File: src/rtl/regfile_mp_sb_pkg.sv
// Shared definitions for the decode-stage register file: default sizes,
// address-width helper and the address type.
package wisc_rf_pkg;

    localparam int DATA_W_DEF   = 16;
    localparam int NUM_REGS_DEF = 16;

    // Address width needed to select one of n registers.
    function automatic int calc_aw(input int n);
        return (n <= 1) ? 1 : $clog2(n);
    endfunction

    localparam int AW_DEF = calc_aw(NUM_REGS_DEF);

    typedef logic [AW_DEF-1:0] rf_addr_t;

endpackage

File: src/rtl/regfile_mp_sb_scoreboard.sv
// Pending-producer scoreboard: one flag per register, set at issue,
// cleared by writeback, with issue taking priority over a same-cycle clear.
module regfile_scoreboard
    import wisc_rf_pkg::*;
#(
    parameter int NUM_REGS = NUM_REGS_DEF,
    parameter int NUM_WR   = 2,
    parameter int ZERO_REG = 1,
    localparam int AW      = calc_aw(NUM_REGS)
) (
    input  logic                 clk,
    input  logic                 rst,
    input  logic [NUM_WR-1:0]    wr_en,
    input  logic [NUM_WR*AW-1:0] wr_addr,
    input  logic                 iss_en,
    input  logic [AW-1:0]        iss_addr,
    output logic [NUM_REGS-1:0]  pend_vec
);

    logic [NUM_REGS-1:0] pend_q;
    logic [NUM_REGS-1:0] pend_d;

    // Clears first, then the issue set, so a new producer overrides a retiring one.
    always_comb begin
        pend_d = pend_q;
        for (int w = 0; w < NUM_WR; w++) begin
            if (wr_en[w]) begin
                pend_d[wr_addr[w*AW +: AW]] = 1'b0;
            end
        end
        if (iss_en) begin
            pend_d[iss_addr] = 1'b1;
        end
        if (ZERO_REG != 0) begin
            pend_d[0] = 1'b0;
        end
    end

    // Pending flags register.
    always_ff @(posedge clk or posedge rst) begin
        if (rst) begin
            pend_q <= '0;
        end else begin
            pend_q <= pend_d;
        end
    end

    assign pend_vec = pend_q;

endmodule

File: src/rtl/regfile_mp_sb.sv
// Multi-port register file with write-to-read bypass, optional hardwired
// zero register and a pending scoreboard used by decode to stall.
module regfile_mp_sb
    import wisc_rf_pkg::*;
#(
    parameter int DATA_W   = DATA_W_DEF,
    parameter int NUM_REGS = NUM_REGS_DEF,
    parameter int NUM_RD   = 2,
    parameter int NUM_WR   = 2,
    parameter int ZERO_REG = 1,
    localparam int AW      = calc_aw(NUM_REGS)
) (
    input  logic                     clk,
    input  logic                     rst,
    input  logic [NUM_RD*AW-1:0]     rd_addr,
    output logic [NUM_RD*DATA_W-1:0] rd_data,
    output logic [NUM_RD-1:0]        rd_ready,
    input  logic [NUM_WR-1:0]        wr_en,
    input  logic [NUM_WR*AW-1:0]     wr_addr,
    input  logic [NUM_WR*DATA_W-1:0] wr_data,
    input  logic                     iss_en,
    input  logic [AW-1:0]            iss_addr,
    output logic [NUM_REGS-1:0]      pend_vec
);

    logic [DATA_W-1:0] regs_q [NUM_REGS];
    logic [DATA_W-1:0] regs_d [NUM_REGS];
    logic [AW-1:0]     wa     [NUM_WR];
    logic [DATA_W-1:0] wd     [NUM_WR];

    for (genvar w = 0; w < NUM_WR; w++) begin : g_wr
        assign wa[w] = wr_addr[w*AW +: AW];
        assign wd[w] = wr_data[w*DATA_W +: DATA_W];
    end

    // Apply writes in port order so the highest-numbered (youngest) port wins.
    always_comb begin
        regs_d = regs_q;
        for (int w = 0; w < NUM_WR; w++) begin
            if (wr_en[w] && !((ZERO_REG != 0) && (wa[w] == '0))) begin
                regs_d[wa[w]] = wd[w];
            end
        end
    end

    // Register storage.
    always_ff @(posedge clk or posedge rst) begin
        if (rst) begin
            for (int i = 0; i < NUM_REGS; i++) begin
                regs_q[i] <= '0;
            end
        end else begin
            regs_q <= regs_d;
        end
    end

    regfile_scoreboard #(
        .NUM_REGS (NUM_REGS),
        .NUM_WR   (NUM_WR),
        .ZERO_REG (ZERO_REG)
    ) u_sb (
        .clk      (clk),
        .rst      (rst),
        .wr_en    (wr_en),
        .wr_addr  (wr_addr),
        .iss_en   (iss_en),
        .iss_addr (iss_addr),
        .pend_vec (pend_vec)
    );

    for (genvar p = 0; p < NUM_RD; p++) begin : g_rd
        logic [AW-1:0]     ra;
        logic [DATA_W-1:0] rdat;
        logic              hit;
        logic              is_zero;

        assign ra      = rd_addr[p*AW +: AW];
        assign is_zero = (ZERO_REG != 0) && (ra == '0);

        // Bypass mux: stored value, overridden by the youngest matching write.
        always_comb begin
            rdat = regs_q[ra];
            hit  = 1'b0;
            for (int w = 0; w < NUM_WR; w++) begin
                if (wr_en[w] && (wa[w] == ra)) begin
                    rdat = wd[w];
                    hit  = 1'b1;
                end
            end
            if (is_zero) begin
                rdat = '0;
            end
        end

        assign rd_data[p*DATA_W +: DATA_W] = rdat;
        // Old pending bit is used, so a same-cycle issue does not stall its own reads.
        assign rd_ready[p] = is_zero | ~pend_vec[ra] | hit;
    end

endmodule
File: config.mk
export PLATFORM = sky130hd
export DESIGN_NAME = regfile_mp_sb
export DESIGN_NICKNAME = d
export VERILOG_FILES = /design/src/rtl/regfile_mp_sb_pkg.sv /design/src/rtl/regfile_mp_sb_scoreboard.sv /design/src/rtl/regfile_mp_sb.sv
export SDC_FILE = /design/constraint.sdc
export NUM_CORES = 1
export LEC_CHECK = 0
export BUFFER_PORTS_ARGS = -buffer_cell sky130_fd_sc_hd__buf_4
export CORE_UTILIZATION = 45
export DETAILED_ROUTE_END_ITERATION = 6
export PLACE_DENSITY = 0.66
export RECOVER_POWER = 100
export SKIP_LAST_GASP = 1
export SYNTH_ARGS = -nofsm -noshare
export SYNTH_HDL_FRONTEND = slang
export SYNTH_SLANG_ARGS = --single-unit
File: constraint.sdc
create_clock -name clk -period 13.5 [get_ports clk]
set_input_delay 2.7 -clock clk [delete_from_list [all_inputs] [get_ports clk]]
set_output_delay 2.7 -clock clk [all_outputs]
set_load 0.03 [all_outputs]
==> summary.txt <==
Critical path
  – Setup CP Type: in2out
  – Critical Path Most Common Cell: clkbuf_1
  – Required @ worst endpoint: 10.80 ns
  – Worst path max stage delay: around 2.1 ns
  – Crit-path slowest cell: clkbuf_1
  – Crit path DAT: approximately 8.5 ns
  – Crit path max-delay family: buffers and inverters
  – Critical path startpoint category: input port
  – CP Capture Type: output pin
  – CP max FO: 54
  – CP bufs+invs: 3
  – CP cell instances: clkbuf_1 -> buf_4 -> xor2_1 -> nor3_1 -> nand3_1 -> and2_1 -> a221oi_1 -> clkbuf_1

CTS
  – CTS root buf: clkbuf_16
  – CTS tree: built
  – Cts hold-fix bufs: 0
  – H-tree depth: 1
  – CTS Buffer Depth: 3
  – Worst skew pair latency: 0.57 ns
  – PostCTS Resize Cnt: 0
  – CTS Sinks: between 200 and 300
  – Clock transition at path regs: roughly 0.06 ns
  – Post-CTS Setup Bufs: 0
  – Clock buffer count from CTS: 30

Hold path
  – Hold Crit Class: reg2reg

Run status
  – Failing checks: max-capacitance violations, max-slew violations
  – Outcome: finished, violations left

Timing
  – Final setup TNS: 0 ns
  – Period utilization: between 80% and 90%
  – Tightest Pin Transition: 4.52 ns
  – Fmax: approximately 90 MHz
  – Fin. Hold Viols: 0
  – RSZ-0062 raised after global routing: false
  – Number of setup violations in the final report: 0
  – Hold WS: about 0.4 ns
  – Setup ws final: 2.30 ns
  – Max-slew violation count: 556
  – Worst Skew: 0 ns
  – Final worst path period need: ~11 ns
  – Rel. slew slack: -201%

Power and ir drop
  – Pwr/cell area: around 140 nW/um^2
  – Leak: 7.66 nW
  – Sw frac: between 30% and 40%
  – Combinational Power Share: 28.1%
  – Sw Pwr: 0.000919 W
  – Clock power frac: 29.5%
  – VDD IR max: 106 uV
  – Int Pwr: ~0.0018 W
  – Sequential share of power: 42.4%

GRT
  – GRT Residual Overflow: 0
  – First-pass GRT wire length: 91.7 mm
  – Vias in the first global route: 14459
  – Initial antenna violation count: 5
  – Largest net degree at the start of global routing: 77
  – Overall Global Routing Usage: a little under 30%

Route
  – Detail Route Antenna Nets: 0
  – WL/cell: approximately 27 um
  – DRC: 0
  – Total wire length: ~61 mm
  – Drt pass-1 iters: 6
  – Via count: ~15000
  – Via/cell ratio: 6.43
  – DRT iter0 DRCs: roughly 1600

Logic synthesis
  – Post-synth top area share: a little under two fifths
  – Area leader, netlist: dfrtp_1
  – Synth area leaders: dfrtp_1 38%, mux2i_1 15%, mux4_2 10%
  – Yosys cell types: roughly 50
  – #FFs+latches synth: roughly 270
  – Synth warnings: 0
  – Syn Inst Count: 1809
  – Mean area per synthesized cell: 9.90 sq um
  – Mapped Area: between 15000 and 20000 sq um
  – EDFF count, synth: 0
  – Post-synthesis net count: ~1900
  – Fraction of registers with async set/reset: 100%
  – Most used DFF post-synth: dfrtp_1
  – Register area share after synthesis: 37.9%
  – Count leader, synth: mux2i_1
  – List of most frequent post-synthesis cells: 275 x mux2i_1, 271 x dfrtp_1, 227 x nor2_1

Place
  – Place WS: around 4.3 ns
  – PortBufs: roughly 110
  – DP HPWL: ~38 mm
  – RePlAce Congestion: between 0.9 and 1

Cells and area
  – Share of post-route cells with drive strength above 1: between 10% and 20%
  – Final core occ: 49.0%
  – FILL cells: around 3600
  – # nets final: 1806
  – Layout area overhead: 6.47%

Run
  – Maxcap violations: 16

Floorplanning
  – Row cnt: 72
  – Die area: about 41000 sq um
  – Io pins: approximately 110
  – Die Ht: between 200 and 250 um
  – Core Footprint: between 30000 and 40000 sq um
  – Die width: slightly above 200 um
  – Initial Util: between 40% and 50%
## logic make-up (layout without fill, tap and decap cells)
kind of cell    after synthesis  in the layout  share of synthesized area, %
compound gates              442            442                          14.4
xor+xnor                     16             16                         0.782
buf+inv                     244            204                          6.87
flops                       271            271                          37.9
mux                         389            389                          28.9
other cells                   1              4                        0.0209
simple gates                446            446                          11.2
## worst paths after layout
path | start | cells past startpoint | slack, ns | to
max | rd_addr[0] | 8 | 2.30 | rd_data[4]
min | regs_q[244]$_DFF_PP0_ | 0 | 0.40 | regs_q[244]$_DFF_PP0_
max reg2reg | u_sb.pend_vec[11]$_DFF_PP0_ | 2 | 12.63 | u_sb.pend_vec[11]$_DFF_PP0_
min reg2reg | regs_q[244]$_DFF_PP0_ | 0 | 0.40 | regs_q[244]$_DFF_PP0_
max in group asynchronous | rst | 4 | 5.24 | regs_q[134]$_DFF_PP0_
min in group asynchronous | rst | 2 | 3.07 | regs_q[53]$_DFF_PP0_
## power groups by stage
stage	logic [W]	clock network, W	registers [W]
detailed placement	0.000791	0	0.00117
global route	0.000832	0.000849	0.00119
CTS	0.000792	0.000818	0.00116
finish	0.000775	0.000812	0.00117
floorplan	0.000586	0	0.00114
global placement	0.000773	0	0.00116
## per-layer routing
layer / up-vias / GRT usage (%) / share of wire [%]
met5: - / 0 / 0.063
met4: 6 / 17.0 / 5.7
met3: 219 / 4.39 / 7.9
met2: 823 / 47.5 / 47
met1: 7254 / 38.8 / 39
li1: 6425 / - / -
## cells in the final DEF, fill, tap and decap left out, drive strengths merged, types with 6 or more instances in the layout
cell type	count
mux2i	275
dfrtp	271
nor2	236
a21oi	221
o21ai	120
nand2	116
clkbuf	99
mux4	96
buf	83
o221ai	28
nor3	22
o22ai	18
mux2	18
nor3b	16
inv	16
nand3	16
a311oi	15
a221oi	13
xor2	12
o22a	12
nand2b	8
nor2b	6
## layout make-up
cell class | count | area, sq um | share of cell area [%]
inverters | 17 | 65.1 | 0.341
clock inverters | 5 | 25.0 | 0.131
multi-input cells | 1294 | 9800 | 51.4
well taps | 518 | 648 | 3.40
flip-flops and latches | 271 | 6780 | 35.6
clock buffers | 47 | 926 | 4.85
repair buffers | 135 | 826 | 4.33
diodes | 3 | 7.51 | 0.0394
## registers in the layout, summed over array words and instances (netlist names)
register       cells
u_sb.pend_vec     15
regs_q           256
## worst register-to-register path, cell delays in order, from the launching register on
cell and delay (ns):
dfrtp_1 0.51, nand2_1 0.08, o21ai_0 0.20
## through the flow
stage | std cells | power (W) | instance area, sq um
6_report | 2290 | 0.00276 | 19100
5_1_grt | 2289 | 0.00287 | 19100
4_1_cts | 2287 | 0.00277 | 19400
3_5_place_dp | 2235 | 0.00196 | 18400
3_3_place_gp | 2235 | 0.00193 | 18400
2_1_floorplan | 1809 | 0.00172 | 17900
Power figures use the tool's default switching activity.
